$ cat src/rtl/muldiv_pkg.sv
// Shared types and helpers for the iterative multiply/divide unit.
//   muldiv_op_t    : operation encoding on the op port
//   muldiv_state_t : control FSM states
//   cond_neg       : conditional two's-complement negate, used both to take
//                    operand magnitudes and to restore result signs
package muldiv_pkg;

  // Widest value cond_neg handles; covers the 2*WIDTH product for WIDTH <= 64.
  localparam int MD_MAX_W = 128;

  typedef enum logic [1:0] {
    OP_MULTU = 2'b00,
    OP_MULT  = 2'b01,
    OP_DIVU  = 2'b10,
    OP_DIV   = 2'b11
  } muldiv_op_t;

  typedef enum logic [1:0] {
    S_IDLE,
    S_RUN,
    S_FIX
  } muldiv_state_t;

  // Callers zero-extend into MD_MAX_W and cast the result back to their width;
  // the low bits of the wide negate equal the narrow negate.
  function automatic logic [MD_MAX_W-1:0] cond_neg(input logic [MD_MAX_W-1:0] value,
                                                   input logic                neg);
    return neg ? ((~value) + MD_MAX_W'(1)) : value;
  endfunction

endpackage

$ cat src/rtl/muldiv_unit.sv
// Iterative multiply/divide unit with architectural HI/LO registers.
// Shift-add multiply and restoring divide, one bit per cycle, fixed latency:
// start edge N, results and done pulse after edge N+WIDTH+1.
// Ports:
//   Clk, reset     : clock (rising edge), async active-low reset
//   start, op      : one-cycle launch, sampled in IDLE (00 MULTU,01 MULT,10 DIVU,11 DIV)
//   lhs, rhs       : multiplicand/dividend, multiplier/divisor
//   hi_we, lo_we   : MTHI/MTLO write enables (only while not busy), data on wdata
//   busy, done     : operation in progress / one-cycle completion pulse
//   div_by_zero    : set by the last divide when its divisor was zero
//   hi, lo         : HI/LO architectural registers
module muldiv_unit
  import muldiv_pkg::*;
#(
  parameter int WIDTH = 32  // must be between 4 and 64
) (
  input  logic             Clk,
  input  logic             reset,
  input  logic             start,
  input  logic [1:0]       op,
  input  logic [WIDTH-1:0] lhs,
  input  logic [WIDTH-1:0] rhs,
  input  logic             hi_we,
  input  logic             lo_we,
  input  logic [WIDTH-1:0] wdata,
  output logic             busy,
  output logic             done,
  output logic             div_by_zero,
  output logic [WIDTH-1:0] hi,
  output logic [WIDTH-1:0] lo
);

  localparam int CW = $clog2(WIDTH);

  muldiv_state_t state, state_nxt;
  muldiv_op_t    op_in;

  logic [CW-1:0]        cnt;
  logic [2*WIDTH-1:0]   acc, acc_nxt;   // mult: {product_hi, multiplier}; div: {rem, quot}
  logic [WIDTH-1:0]     opnd;           // |multiplicand| or |divisor|
  logic [WIDTH-1:0]     lhs_raw;        // untouched dividend for the divide-by-zero result
  logic                 is_div, neg_q, neg_r, zero_div;

  logic                 signed_op, lhs_neg, rhs_neg;
  logic [WIDTH-1:0]     lhs_abs, rhs_abs;
  logic [WIDTH+1:0]     add_a, add_b, add_s;
  logic                 add_cin;
  logic [2*WIDTH-1:0]   prod_fix;
  logic [WIDTH-1:0]     quo_fix, rem_fix;

  assign op_in     = muldiv_op_t'(op);
  assign signed_op = (op_in == OP_MULT) || (op_in == OP_DIV);
  assign lhs_neg   = signed_op & lhs[WIDTH-1];
  assign rhs_neg   = signed_op & rhs[WIDTH-1];
  assign lhs_abs   = WIDTH'(cond_neg(MD_MAX_W'(lhs), lhs_neg));
  assign rhs_abs   = WIDTH'(cond_neg(MD_MAX_W'(rhs), rhs_neg));

  assign busy = (state != S_IDLE);

  // Shared adder. Divide trial-subtracts from the top WIDTH+1 bits of the
  // left-shifted {rem,quot}: the partial remainder can briefly need WIDTH+1
  // bits, and the extra MSB gives the borrow (negative result) flag.
  always_comb begin
    add_a   = {2'b00, acc[2*WIDTH-1:WIDTH]};
    add_b   = {2'b00, opnd};
    add_cin = 1'b0;
    if (is_div) begin
      add_a   = {1'b0, acc[2*WIDTH-1:WIDTH-1]};
      add_b   = ~{2'b00, opnd};
      add_cin = 1'b1;
    end
    add_s = add_a + add_b + {{(WIDTH+1){1'b0}}, add_cin};
  end

  always_comb begin
    acc_nxt = {1'b0, acc[2*WIDTH-1:1]};
    if (!is_div) begin
      if (acc[0]) acc_nxt = {add_s[WIDTH:0], acc[WIDTH-1:1]};
    end else if (add_s[WIDTH+1]) begin
      acc_nxt = {acc[2*WIDTH-2:0], 1'b0};
    end else begin
      acc_nxt = {add_s[WIDTH-1:0], acc[WIDTH-2:0], 1'b1};
    end
  end

  // Sign restoration applied in FIX.
  assign prod_fix = (2*WIDTH)'(cond_neg(MD_MAX_W'(acc), neg_q));
  assign quo_fix  = WIDTH'(cond_neg(MD_MAX_W'(acc[WIDTH-1:0]), neg_q));
  assign rem_fix  = WIDTH'(cond_neg(MD_MAX_W'(acc[2*WIDTH-1:WIDTH]), neg_r));

  always_comb begin
    state_nxt = state;
    case (state)
      S_IDLE:  if (start) state_nxt = S_RUN;
      S_RUN:   if (cnt == CW'(WIDTH-1)) state_nxt = S_FIX;
      S_FIX:   state_nxt = S_IDLE;
      default: state_nxt = S_IDLE;
    endcase
  end

  always_ff @(posedge Clk or negedge reset) begin
    if (!reset) state <= S_IDLE;
    else        state <= state_nxt;
  end

  always_ff @(posedge Clk or negedge reset) begin
    if (!reset) begin
      cnt         <= '0;
      acc         <= '0;
      opnd        <= '0;
      lhs_raw     <= '0;
      is_div      <= 1'b0;
      neg_q       <= 1'b0;
      neg_r       <= 1'b0;
      zero_div    <= 1'b0;
      done        <= 1'b0;
      div_by_zero <= 1'b0;
      hi          <= '0;
      lo          <= '0;
    end else begin
      done <= 1'b0;
      case (state)
        S_IDLE: begin
          // An MTHI/MTLO alongside an accepted start lands now; FIX overwrites it.
          if (hi_we) hi <= wdata;
          if (lo_we) lo <= wdata;
          if (start) begin
            is_div      <= op[1];
            acc         <= {{WIDTH{1'b0}}, (op[1] ? lhs_abs : rhs_abs)};
            opnd        <= op[1] ? rhs_abs : lhs_abs;
            lhs_raw     <= lhs;
            neg_q       <= lhs_neg ^ rhs_neg;
            neg_r       <= lhs_neg;
            zero_div    <= (rhs == '0);
            div_by_zero <= 1'b0;
            cnt         <= '0;
          end
        end
        S_RUN: begin
          acc <= acc_nxt;
          cnt <= cnt + CW'(1);
        end
        S_FIX: begin
          done <= 1'b1;
          if (is_div && zero_div) begin
            div_by_zero <= 1'b1;
            hi          <= lhs_raw;
            lo          <= '1;
          end else if (is_div) begin
            hi <= rem_fix;
            lo <= quo_fix;
          end else begin
            hi <= prod_fix[2*WIDTH-1:WIDTH];
            lo <= prod_fix[WIDTH-1:0];
          end
        end
        default: ;
      endcase
    end
  end

endmodule

$ cat config.mk
export PLATFORM = sky130hd
export DESIGN_NAME = muldiv_unit
export DESIGN_NICKNAME = d
export VERILOG_FILES = /design/src/rtl/muldiv_pkg.sv /design/src/rtl/muldiv_unit.sv
export SDC_FILE = /design/constraint.sdc
export NUM_CORES = 1
export LEC_CHECK = 0
export CORE_ASPECT_RATIO = 0.5
export CORE_UTILIZATION = 55
export DETAILED_ROUTE_END_ITERATION = 7
export MAX_ROUTING_LAYER = met4
export PLACE_DENSITY = 0.78
export SLEW_MARGIN = 10
export SYNTH_ARGS = -nofsm -noshare
export SYNTH_HDL_FRONTEND = slang
export SYNTH_SLANG_ARGS = --single-unit
$ cat constraint.sdc
create_clock -name Clk -period 6.9 [get_ports Clk]
set_clock_uncertainty 0.05 [all_clocks]
set_input_delay 2.07 -clock Clk [delete_from_list [all_inputs] [get_ports Clk]]
set_output_delay 2.07 -clock Clk [all_outputs]
set_load 0.1 [all_outputs]
==> results.sh <==
export IMPL_synth_top_area_cell="dfrtp_1"
export IMPL_finalInstanceArea_mm2=0.01814
export IMPL_rsz0062_at_grt="no"
export IMPL_netlist_area_leader_share=0.3261
export IMPL_clk_latency_ps=530
export IMPL_cts_clk_slew_worst_paths_ps=70
export IMPL_overflow=0
export IMPL_core_region_area_mm2=0.02792
export IMPL_yosysMostFrequentCell="nand2_1"
export IMPL_syn_num_nets=2122
export IMPL_avgRoutedWirePerCell_um=22.92
export IMPL_cts_resized_gates=0
export IMPL_synth_cell_area_mm2=0.01573
export IMPL_first_pass_iters=8
export IMPL_track_usage=0.3852
export IMPL_clockBufferDepth=3
export IMPL_synth_seq_cells=205
export IMPL_portBuffers=169
export IMPL_worst_pin_slew_ps=1013
export IMPL_synth_edf_count=0
export IMPL_root_buffer="clkbuf_16"
export IMPL_drtIter0Drc=2086
export IMPL_drive_above_1_share=0.06265
export IMPL_vias=15862
export IMPL_maxSlewHeadroom=0.3226
export IMPL_synth_distinct_cells=72
export IMPL_cts_made_buffers=21
export IMPL_hold_viol_final=0
export IMPL_ant_nets=0
export IMPL_critPathLaunchType="register"
export IMPL_die_height_um=121.6
export IMPL_dpl_cell_area_mm2=0.01746
export IMPL_rrSetupSlack_ps=1850
export IMPL_grt_max_degree=106
export IMPL_setup_viol=0
export IMPL_netlist_top_cells_count="nand2_1, dfrtp_1, o21ai_0"
export IMPL_grt_pass1_vias=13724
export IMPL_start_util=0.5634
export IMPL_ys_seq_area_frac=0.3261
export IMPL_gp_congestion=0.9975
export IMPL_fill_cells=2430
export IMPL_hp_class="register to register"
export IMPL_crit_required_ps=7270
export IMPL_startpoint="is_div$_DFFE_PN0P_"
export IMPL_endpoint="acc[0]$_DFFE_PN0P_"
export IMPL_fin_setup_tns_ps=0
export IMPL_grt_pass1_wl_um=83210
export IMPL_cap_violations=0
export IMPL_antenna_found_initial=2
export IMPL_crit_type="register to register"
export IMPL_dieArea_mm2=0.02932
export IMPL_wl_um=55620
export IMPL_r2r_end="acc[0]$_DFFE_PN0P_"
export IMPL_pin_count=170
export IMPL_async_flop_share=1.000
export IMPL_worstPathArrival_ps=5420
export IMPL_avgSynthCellArea_um2=7.941
export IMPL_viasPerCell=6.538
export IMPL_cts_tree="done"
export IMPL_ys_flop_type="dfrtp_1"
export IMPL_end_kind="register"
export IMPL_postCtsHoldBufs=0
export IMPL_cts_sinks=205
export IMPL_fmax_mhz=197.8
export IMPL_area_growth_syn_to_layout_pct=15.31
export IMPL_cts_setup_buffers=0
export IMPL_dpl_hpwl_um=41050
export IMPL_num_rows=43
export IMPL_drc=0
export IMPL_die_w_um=241.2
export IMPL_outcome="completed"
export IMPL_ys_warn_count=0
export IMPL_slew_viol_final=0
export IMPL_r2r_cells=12
export IMPL_syn_inst=1981
export IMPL_period_share=0.7326
export IMPL_num_nets_final=2171
export IMPL_cts_htree_levels=1
export IMPL_r2r_start="is_div$_DFFE_PN0P_"
export IMPL_path_max_fanout=63
export IMPL_period_needed_ps=5055
export IMPL_synth_area_leaders="dfrtp_1, nand2_1, o21ai_0"
-- layer usage --
layer  global-route usage  wire length (um)  share of wire  vias up
li1                     -                 -              -     7250
met1               0.5828             25160           0.45     7605
met2               0.5174             22190           0.40      935
met3               0.1004              7461           0.13       72
met4              0.05261               807          0.015        0
met5                    -                 0              0        -
-- worst min-delay path by stage --
stage | slack [ps] | to | from | cells after the start
finish | 420 | lhs_raw[20]$_DFFE_PN0P_ | lhs_raw[20]$_DFFE_PN0P_ | 2
global route | 450 | lhs_raw[16]$_DFFE_PN0P_ | lhs_raw[16]$_DFFE_PN0P_ | 2
CTS | 430 | lhs_raw[20]$_DFFE_PN0P_ | lhs_raw[20]$_DFFE_PN0P_ | 2
detailed placement | 410 | lhs_raw[20]$_DFFE_PN0P_ | lhs_raw[20]$_DFFE_PN0P_ | 2
global placement | 410 | lhs_raw[20]$_DFFE_PN0P_ | lhs_raw[20]$_DFFE_PN0P_ | 2
floorplan | 390 | lhs_raw[2]$_DFFE_PN0P_ | lhs_raw[2]$_DFFE_PN0P_ | 2
-- stage by stage --
step	worst slack [ps]	utilization	cells	hold slack [ps]
global route	1507	0.6496	2425	445.0
floorplan	1985	-	1981	386.9
finish	1845	0.6496	2426	424.2
global placement	1529	0.6254	2389	408.3
detailed placement	1528	0.6254	2389	410.0
CTS	1887	0.6496	2425	425.8
-- final cells by class --
class / instances / area [um^2] / area share
multi-input cells: 1584 / 9902 / 0.5459
clock buffers: 28 / 571.8 / 0.03152
well taps: 382 / 478.0 / 0.02635
diodes: 1 / 2.502 / 0.0001380
clock inverters: 8 / 102.6 / 0.005656
inverters: 29 / 108.9 / 0.006001
flip-flops and latches: 205 / 5134 / 0.2830
repair buffers: 189 / 1841 / 0.1015
-- cells in the final DEF (no fill, tap or decap), types with 10 or more instances in the layout --
cell type        count
nand2_1            300
dfrtp_1            204
o21ai_0            192
clkdlybuf4s50_1    167
nor2_1             151
a21oi_1            133
xnor2_1             89
xor2_1              81
a211oi_1            48
mux2i_1             47
mux2_2              42
nor3_1              40
o22ai_1             40
ha_1                37
o31ai_1             36
inv_1               28
or3_1               21
clkbuf_16           21
nand3_1             20
a31oi_1             20
buf_4               20
nand2b_1            19
nor2b_1             18
a222oi_1            18
o21ai_1             17
nor4_1              16
a21o_1              15
or4_1               14
o221ai_1            14
o41ai_1             13
o211ai_1            13
and3_1              11
o21a_1              11
or2_2               10
-- cell families after synthesis --
logic type,share of synthesized area
and+or+nand+nor,0.1906
AOI/OAI and AO/OA,0.2515
DFF,0.3261
buffers and inverters,0.04653
xor gates and xnor gates,0.09465
muxes,0.05997
adders and majority gates,0.03070
-- critical path, cell delays in order, from the launching register on --
cell      delay (ps)
dfrtp_4          970
buf_4            400
mux2_2           380
ha_1             440
a21oi_1          150
o21bai_1         180
nor3b_1           70
a41oi_1          280
a41oi_2          270
nor3_1           480
or3_1            760
o21ai_0          210
o221ai_1         250
-- registers in the layout, indices dropped and copies added, names as in the netlist, 2 cells and up --
signal	flops
acc	64
cnt	5
hi	32
lhs_raw	32
lo	32
opnd	32
state	2
Power is left out: the tool's default activity adds up to more than one toggle a clock period on the data nets, which glitch-free logic cannot reach.
